==> src/rtl/snake_move_scheduler_if.sv <==
// Key/step bus between the direction decoder, the move scheduler and the game engine.
// The master side drives keypresses. The slave side (the scheduler) drives step, direction and status.
interface snake_move_scheduler_if #(
  parameter int QDEPTH = 4
);
  localparam int QW = $clog2(QDEPTH) + 1;

  logic          key_valid;
  logic [2:0]    key_dir;
  logic          step;
  logic [2:0]    step_dir;
  logic [2:0]    cur_dir;
  logic          running;
  logic          restart;
  logic [QW-1:0] q_count;
  logic          q_overflow;

  modport master (
    output key_valid, key_dir,
    input  step, step_dir, cur_dir, running, restart, q_count, q_overflow
  );

  modport slave (
    input  key_valid, key_dir,
    output step, step_dir, cur_dir, running, restart, q_count, q_overflow
  );
endinterface

==> src/rtl/snake_move_scheduler.sv <==
// Snake move scheduler: queues direction keys and rejects reversals and repeats.
// It emits one step per game tick and commits one queued direction per step.
// A restart key flushes all state, and the block then waits in IDLE for the next direction key.
// Optional macro SPEEDUP_EN shortens the step period by TICK_DIV>>4 after every 16 steps.
// The period never drops below TICK_DIV>>2.
module snake_move_scheduler #(
  parameter int TICK_DIV = 5000000,
  parameter int QDEPTH   = 4
) (
  input  logic                   clk,
  input  logic                   rst,
  snake_move_scheduler_if.slave  bus
);
  localparam int CW = $clog2(TICK_DIV + 1);
  localparam int PW = $clog2(QDEPTH);
  localparam int QW = $clog2(QDEPTH) + 1;
  localparam logic [2:0] DIR_NONE = 3'b100;

  typedef enum logic [1:0] {IDLE, RUN, RSTRT} state_t;

  state_t        state, state_nx;
  logic [CW-1:0] cnt;
  logic [2:0]    mem [QDEPTH];
  logic [PW-1:0] head, tail, tail_m1;
  logic [QW-1:0] count;
  logic [2:0]    cur_dir, step_dir;
  logic          step, restart, ovf;

  logic          rst_key, dir_key, tick, empty, full, ok, push, pop, drop;
  logic [2:0]    eff;
  logic [CW-1:0] last;

`ifdef SPEEDUP_EN
  localparam logic [CW-1:0] PER0  = CW'(TICK_DIV);
  localparam logic [CW-1:0] DEC   = CW'(TICK_DIV >> 4);
  localparam logic [CW-1:0] FLOOR = CW'(TICK_DIV >> 2);
  logic [CW-1:0] period;
  logic [3:0]    nsteps;

  // Period shrinks every 16 steps. The new value applies from the counter wrap just taken.
  always_ff @(posedge clk) begin
    if (rst || rst_key) begin
      period <= PER0;
      nsteps <= '0;
    end else if (tick) begin
      nsteps <= nsteps + 4'd1;
      if (nsteps == 4'd15)
        period <= (period >= FLOOR + DEC) ? period - DEC : FLOOR;
    end
  end
  assign last = period - CW'(1);
`else
  assign last = CW'(TICK_DIV - 1);
`endif

  assign rst_key = bus.key_valid && (bus.key_dir == 3'b100);
  assign dir_key = bus.key_valid && !bus.key_dir[2];
  // A restart key takes priority, so it suppresses the tick in the same cycle.
  assign tick    = (state == RUN) && (cnt == last) && !rst_key;
  assign empty   = (count == '0);
  assign full    = (count == QW'(QDEPTH));
  assign tail_m1 = tail - PW'(1);
  // The effective tail is read before any pop in the same cycle.
  assign eff     = empty ? cur_dir : mem[tail_m1];
  assign ok      = dir_key && (bus.key_dir != eff) && ((bus.key_dir ^ eff) != 3'b010);
  assign pop     = tick && !empty;
  assign push    = (state == RUN) && ok && (!full || pop);
  assign drop    = (state == RUN) && ok && full && !pop;

  // State register
  always_ff @(posedge clk) begin
    if (rst) state <= IDLE;
    else     state <= state_nx;
  end

  // Next-state logic
  always_comb begin
    state_nx = state;
    if (rst_key) state_nx = RSTRT;
    else begin
      case (state)
        IDLE:    if (dir_key) state_nx = RUN;
        RUN:     state_nx = RUN;
        default: state_nx = IDLE;
      endcase
    end
  end

  // Queue storage; the tail slot is written on every accepted push
  always_ff @(posedge clk) begin
    if (push) mem[tail] <= bus.key_dir;
  end

  // Tick counter, queue pointers, committed direction and the step and restart pulses
  always_ff @(posedge clk) begin
    if (rst) begin
      cnt      <= '0;
      head     <= '0;
      tail     <= '0;
      count    <= '0;
      cur_dir  <= DIR_NONE;
      step_dir <= DIR_NONE;
      step     <= 1'b0;
      restart  <= 1'b0;
      ovf      <= 1'b0;
    end else begin
      step    <= 1'b0;
      restart <= 1'b0;
      if (rst_key) begin
        cnt      <= '0;
        head     <= '0;
        tail     <= '0;
        count    <= '0;
        ovf      <= 1'b0;
        cur_dir  <= DIR_NONE;
        step_dir <= DIR_NONE;
        restart  <= 1'b1;
      end else begin
        case (state)
          IDLE: begin
            cnt <= '0;
            if (dir_key) cur_dir <= bus.key_dir;
          end
          RUN: begin
            cnt <= tick ? '0 : cnt + CW'(1);
            if (tick) begin
              step <= 1'b1;
              if (pop) begin
                cur_dir  <= mem[head];
                step_dir <= mem[head];
                head     <= head + PW'(1);
              end else begin
                step_dir <= cur_dir;
              end
            end
            if (push) tail <= tail + PW'(1);
            if (drop) ovf  <= 1'b1;
            count <= count + QW'(push) - QW'(pop);
          end
          default: cnt <= '0;
        endcase
      end
    end
  end

  assign bus.step       = step;
  assign bus.step_dir   = step_dir;
  assign bus.cur_dir    = cur_dir;
  assign bus.running    = (state == RUN);
  assign bus.restart    = restart;
  assign bus.q_count    = count;
  assign bus.q_overflow = ovf;
endmodule

==> src/flat_wrapper.sv <==
// flat-port wrapper written by rule: the top's interface ports become plain ports
module snake_move_scheduler_flat 
#(
  parameter int TICK_DIV = 5000000,
  parameter int QDEPTH   = 4
)
  (clk, rst, bus_key_valid, bus_key_dir, bus_step, bus_step_dir, bus_cur_dir, bus_running, bus_restart, bus_q_count, bus_q_overflow);
  snake_move_scheduler_if #(.QDEPTH(QDEPTH)) bus_i ();
  input  logic clk;
  input  logic rst;
  input wire logic [$bits(bus_i.key_valid)-1:0] bus_key_valid;
  input wire logic [$bits(bus_i.key_dir)-1:0] bus_key_dir;
  output wire logic [$bits(bus_i.step)-1:0] bus_step;
  output wire logic [$bits(bus_i.step_dir)-1:0] bus_step_dir;
  output wire logic [$bits(bus_i.cur_dir)-1:0] bus_cur_dir;
  output wire logic [$bits(bus_i.running)-1:0] bus_running;
  output wire logic [$bits(bus_i.restart)-1:0] bus_restart;
  output wire logic [$bits(bus_i.q_count)-1:0] bus_q_count;
  output wire logic [$bits(bus_i.q_overflow)-1:0] bus_q_overflow;
  assign bus_i.key_valid = bus_key_valid;
  assign bus_i.key_dir = bus_key_dir;
  assign bus_step = bus_i.step;
  assign bus_step_dir = bus_i.step_dir;
  assign bus_cur_dir = bus_i.cur_dir;
  assign bus_running = bus_i.running;
  assign bus_restart = bus_i.restart;
  assign bus_q_count = bus_i.q_count;
  assign bus_q_overflow = bus_i.q_overflow;
  snake_move_scheduler #(.TICK_DIV(TICK_DIV), .QDEPTH(QDEPTH)) u_core (.clk(clk), .rst(rst), .bus(bus_i));
endmodule
==> config.mk <==
export PLATFORM = sky130hd
export DESIGN_NAME = snake_move_scheduler_flat
export DESIGN_NICKNAME = d
export VERILOG_FILES = /design/src/rtl/snake_move_scheduler_if.sv /design/src/rtl/snake_move_scheduler.sv /design/src/flat_wrapper.sv
export SDC_FILE = /design/constraint.sdc
export NUM_CORES = 1
export LEC_CHECK = 0
export ABC_AREA = 1
export CORE_MARGIN = 2
export CORE_UTILIZATION = 50
export DETAILED_ROUTE_END_ITERATION = 16
export PLACE_DENSITY = 0.71
export SYNTH_ARGS = -nofsm -noshare
export SYNTH_HDL_FRONTEND = slang
export SYNTH_SLANG_ARGS = --single-unit
export TNS_END_PERCENT = 1
==> constraint.sdc <==
create_clock -name clk -period 2.4 [get_ports clk]
set_input_delay 0.36 -clock clk [delete_from_list [all_inputs] [get_ports clk]]
set_output_delay 0.36 -clock clk [all_outputs]
set_load 0.02 [all_outputs]
==> run metrics, run 1 <==
run status=complete, but fails checks; failing checks=setup timing; cell types occupying the most area after synthesis=dfxtp_1, edfxtp_1, nand2_1, nor2_1, inv_1; total negative slack for setup checks=-53.0 ps; final cell area excluding filler cells=3660 sq um; count of endpoints failing setup in the final report=1; number of storage elements in the synthesis netlist=55; Placement Setup Slack=-191 ps; initial antenna violation count=0; final-layout worst hold slack=451 ps; type of the worst setup path=reg -> reg; total cell area at the placement stage=3540 sq um; number of fill cells in the layout=498; via count of the routed design=2688; first-pass GRT wire length=11400 microns; Sink Count=55; net count of the mapped netlist=413; quantity of I/O buffers inserted on ports=18; register area share after synthesis=41.6%; layout-stage area growth over the synthesis result=24.8%; maximum number of pins on one net before global-route repair=17; cell accounting for the most synthesized area=dfxtp_1; number of pins exceeding their max-slew limit in the final report=0; count of standard-cell rows=27; WL/cell=12.4 microns; worst skew pair latency=310 ps; leakage dissipation=0.00147 uW; Mapped Avg Cell Area=7.35 sq um; number of maximum-capacitance violations=0; core outline area=5570 sq um; area of the multi-input gates=1500 sq um; count of antenna diodes in the layout=0; die height=80.6 microns; total overflow reported by the global router=0; critical path endpoint category=flop; root buf cell=clkbuf_8; HP Class=reg -> reg; post-detail-place hpwl=5190 microns; Final GP Congestion=0.902; vias in the first global route=2564; sequential standard cell area=1220 sq um; Yosys Warn Count=0; total of hold buffers inserted after clock tree synthesis=0; count of nets left with antenna violations after detail routing=0; worst-case setup margin in the final layout=-53.0 ps; Max clock buf depth=2; number of H-tree levels=2; PD cells=437 nW/um^2; commonest non-fill, non-tap cells in the layout=nand2_1, nor2_1, inv_1; required time at the worst-slack endpoint=2610 ps; CTS tree=yes; global-route usage over all layers=22.6%; most frequent standard cell in the layout excluding fill and tap cells=nand2_1; startpoint type of the worst setup path=flop; initial core utilization=52.6%; Final period util=102%; Slew headroom=66.4%; Starting DRT DRC Count=159; die area=6490 sq um; number of iterations in the first detailed-routing pass=4; Final Hold Violating Endpoints=0; register clock-pin slew on the reported worst setup and hold paths=100 ps; clock period minus final worst setup slack=2450 ps; top-level port count=19; peak ir drop on the vdd network=348 uV; maximum net fanout on the critical path=2; proportion of layout cells with a drive suffix above 1=21.0%; WP data arrival=2660 ps; chip width=80.6 microns; RSZ-0062 raised after global routing=true; clock buffer count from CTS=5; highest achievable clock rate=408 MHz; overall routed net length=6670 microns; share of the synthesized area in the top cell type=29.4%; Worst Max-Slew Pin Slew=500 ps; cell count after synthesis=399; setup slack, reg-to-reg=-50 ps; post-layout net count=480; number of library cell types mapped by synthesis=34; remaining routing DRC violations=0; via-per-instance ratio=4.99; post-route clock skew=6.15 ps; synthesized area=2930 sq um
worst max-delay path, cell delays in order, from the launching register on:
cell and delay [ps]:
dfxtp_2 360, ha_4 150, nand3_4 90, nor3_4 160, nand4_2 130, nor2_2 160, nand2_2 90, nor2_4 90
ha_1 130, inv_2 30, ha_2 180, fa_2 370, a21oi_2 130, o21ai_1 90, o21ai_1 140, a21oi_1 60
per-stage QoR:
| step | instances | utilization (%) | total power [uW] |
|---|---|---|---|
| floorplan | 399 | - | 1040 |
| global placement | 530 | 63.5 | 1100 |
| detailed placement | 530 | 63.5 | 1100 |
| CTS | 539 | 65.3 | 1610 |
| global route | 539 | 65.7 | 1660 |
| finish | 539 | 65.7 | 1600 |
flip-flops by register name, summed over array words and instances, names as in the netlist, 2 cells and up, named ones only:
signal,flops
u_core.cnt,23
u_core.state,2
u_core.bus.q_count,3
u_core.bus.cur_dir,3
u_core.head,2
u_core.bus.step_dir,3
u_core.tail,2
u_core.mem,12
cells by family after synthesis:
group                      share of synthesized area, %
and+or+nand+nor                                    36.1
buffers and inverters                              8.83
DFF                                                41.6
AOI/OAI and AO/OA                                  7.04
xor gates and xnor gates                           2.69
adders and majority gates                          3.67
what timing repair did:
| action | CTS | global route |
|---|---|---|
| endpoints found under the setup margin | 2 | 2 |
| pin swaps | 6 | 0 |
| gates resized for setup | 2 | 5 |
| setup buffers | 1 | 0 |
synth_stat cells:
cell / n
nor2_2: 5
nand4_4: 1
nor3_1: 9
nand2_2: 5
fa_1: 1
nor3_2: 2
dfxtp_1: 43
nor2_1: 62
nand4_1: 9
xnor2_1: 3
nand3_2: 3
nand3_1: 29
nand2_1: 83
o21ai_0: 7
nor4_1: 2
or2_1: 2
o21a_1: 1
nand4_2: 2
inv_2: 10
nor3_4: 2
buf_2: 3
edfxtp_1: 12
clkbuf_1: 1
xor2_1: 6
a31oi_1: 1
a22oi_1: 2
or2_2: 1
nand3_4: 2
o211ai_1: 1
inv_1: 54
o21ai_1: 6
ha_1: 7
a21oi_1: 21
nor2_4: 1
power by group:
group / switching (uW) / total [uW] / leakage [uW] / internal, uW
combinational: 76.5 / 131 / 0.000974 / 54.6
sequential: 4.78 / 956 / 0.000456 / 952
clock: 307 / 512 / 0.0000412 / 205
final timing paths:
path	start	cells past startpoint	to
worst min-delay path	u_core.cnt[19]	2	u_core.cnt[19]
worst min register to register	u_core.cnt[19]	2	u_core.cnt[19]
worst max-delay path	u_core.cnt[0]	15	u_core.bus.q_count[2]
worst max register to register	u_core.cnt[0]	15	u_core.bus.q_count[2]
routing by layer:
metal	vias to the layer above	global-route usage [%]	routed length, microns
met1	1189	30.8	3230
met3	12	5.06	370
met5	-	0	0
li1	1412	-	-
met2	75	35.7	2970
met4	0	6.95	102
layout make-up:
| class | count | share of cell area [%] |
|---|---|---|
| inverter | 64 | 6.56 |
| clock buffer | 6 | 1.98 |
| sequential | 55 | 33.4 |
| clock inverter | 2 | 0.342 |
| tap | 72 | 2.46 |
| timing repair buffer | 64 | 14.4 |
| multi-input combinational | 276 | 40.9 |
No activity file was read; power rests on OpenSTA's default activity.
==> inputs of run 2 (changes only) <==
- CAP_MARGIN: default -> 20
==> results of run 2 <==
No change in the layout: final DEF, timing and power equal those of run 1.
==> inputs of run 3 (changes only) <==
- CORE_MARGIN: 2 -> 4
==> run metrics, run 3 (same netlist as run 1, synthesis figures left out) <==
total power draw=1690 uW (+5.8%); Sw Pwr=379 uW (-2.5%); quantity of I/O buffers inserted on ports=18 (unchanged); via-per-instance ratio=5.14 (+3.1%); number of iterations in the first detailed-routing pass=5 (+1); WL/cell=12.8 microns (+3.2%); PD cells=447 nW/um^2 (+2.4%); Final Hold Violating Endpoints=0 (unchanged); CTS tree=yes; layer with the highest usage after global routing=met2; clock period minus final worst setup slack=2450 ps (-5.88 ps); HP Class=reg -> reg; count of nets left with antenna violations after detail routing=0 (unchanged); clock buffer count from CTS=5 (unchanged); critical register-to-register path startpoint=u_core.cnt[0]; proportion of layout cells with a drive suffix above 1=23.4% (+2.4 points); hold path startpoint=u_core.bus.q_overflow; first-pass GRT wire length=11800 microns (+4.2%); failing checks=setup timing; sequential standard cell area=1230 sq um (+0.21%); global-route usage over all layers=20.2% (-2.4 points); registers with the most flip-flops=u_core.cnt x23, u_core.mem x12; post-route clock skew=7.08 ps (+0.935 ps); switching share of power=22.4% (-1.9 points); count of antenna diodes in the layout=0 (unchanged); leakage dissipation=0.00155 uW (+5.0%); die height=84.6 microns (+5.0%); register clock-pin slew on the reported worst setup and hold paths=90 ps (about the same); clock network fraction of design power=35.6% (+3.6 points); Max clock buf depth=2 (unchanged); total overflow reported by the global router=0 (unchanged); initial antenna violation count=0 (unchanged); most frequent standard cell in the layout excluding fill and tap cells=nand2_1; maximum number of pins on one net before global-route repair=17 (unchanged); fraction of power consumed by sequential logic=56.5% (-3.3 points); top-level port count=19 (unchanged); chip width=84.6 microns (+5.0%); startpoint type of the worst setup path=flop; initial core utilization=52.3% (-0.32 points); Most flops, register=u_core.cnt; number of maximum-capacitance violations=0 (unchanged); remaining routing DRC violations=0 (unchanged); required time at the worst-slack endpoint=2600 ps (about the same); Sink Count=55 (unchanged); Comb power frac=7.9% (-0.3 points); commonest non-fill, non-tap cells in the layout=nand2_1, nor2_1, buf_4; layout-stage area growth over the synthesis result=29.0%; number of pins exceeding their max-slew limit in the final report=0 (unchanged); peak ir drop on the vdd network=461 uV (+32%); number of H-tree levels=2 (unchanged); maximum net fanout on the critical path=2 (unchanged); core outline area=5610 sq um (+0.61%); type of the worst setup path=reg -> reg; worst skew pair latency=310 ps (about the same); die area=7150 sq um (+10%); Slew headroom=66.1% (-0.27 points); post-layout net count=491 (+2.3%); max FFs per register=23 (unchanged); run status=complete, but fails checks; highest achievable clock rate=409 MHz (+0.24%); overall routed net length=7030 microns (+5.3%); post-route non-filler standard cell count=550 (+2.0%); critical path endpoint category=flop; global routing usage on met1=28.3% (-2.6 points); Final period util=102% (-0.25 points); total cell area at the placement stage=3550 sq um (+0.21%); final cell area excluding filler cells=3780 sq um (+3.4%); area of the multi-input gates=1510 sq um (+1.0%); worst setup path start=u_core.cnt[0]; vias in the first global route=2674 (+4.3%); post-detail-place hpwl=5290 microns (+1.8%); root buf cell=clkbuf_8; count of endpoints failing setup in the final report=1 (unchanged); count of standard-cell rows=27 (unchanged); met2 Use GR=32.3% (-3.4 points); Starting DRT DRC Count=215 (+35%); via count of the routed design=2829 (+5.2%); worst-case setup margin in the final layout=-47.2 ps (+5.88 ps); number of fill cells in the layout=483 (-3.0%); Cell Count Post-Placement=531 (+0.19%); Worst Max-Slew Pin Slew=504 ps (+4.09 ps); met3 usage=3.83% (-1.2 points); WP data arrival=2650 ps (about the same); Final GP Congestion=0.908 (+0.65%); P_int=1310 uW (+8.5%); RSZ-0062 raised after global routing=true
run 3: critical path, stage by stage, from the launching register on:
cell and delay [ps]:
dfxtp_2 360, ha_4 150, nand3_4 90, nor3_4 160, nand4_2 120, nor2_2 150
nand2_2 100, nor2_4 90, ha_1 140, inv_2 40, ha_4 150, fa_2 370
a21oi_2 130, o21ai_1 80, o21ai_1 140, a21oi_1 60
run 3: worst paths after layout:
kind / to / cells after the start / slack (ps)
worst max-delay path: u_core.bus.q_count[2] / 15 / -50
worst min-delay path: u_core.bus.q_overflow / 2 / 450
worst max register to register: u_core.bus.q_count[2] / 15 / -50
worst min register to register: u_core.bus.q_overflow / 2 / 450
run 3: what timing repair did:
| action | 4_1_cts | 5_1_grt |
|---|---|---|
| buffers inserted | 11 | 0 |
| endpoints found under the setup margin | 2 | 4 |
| hold buffers | 0 | 0 |
| resized for setup | 3 | 8 |
| pin swaps | 8 | 1 |
run 3: final cells by class:
class	count	share of cell area (%)
multi-input combinational	276	39.9
sequential	55	32.4
timing repair buffer	75	16.1
inverter	64	6.35
tap	72	2.38
clock buffer	5	1.82
clock inverter	3	1.03
run 3: stage by stage:
step                util (%)  setup TNS (ps)  hold slack, ps  worst slack [ps]
detailed placement      63.3            -430             437              -257
finish                  67.4           -47.2             451             -47.2
floorplan                  -            -156             425             -98.1
global placement        63.3            -263             435              -168
CTS                     67.0           -43.7             452             -43.7
global route            67.4            -474             473              -212
run 3: layer usage:
layer	vias to the layer above	routed length, microns
li1	1432	-
met1	1293	3320
met2	91	3220
met3	13	366
met4	0	117
met5	-	0
run 3: power by group through the flow:
| stage | Combinational (uW) | Clock (uW) | Sequential, uW |
|---|---|---|---|
| after floorplan | 61.9 | 0 | 983 |
| after global placement | 127 | 0 | 977 |
| after detailed placement | 128 | 0 | 978 |
| after CTS | 131 | 622 | 957 |
| after global routing | 147 | 661 | 958 |
| final | 134 | 602 | 957 |
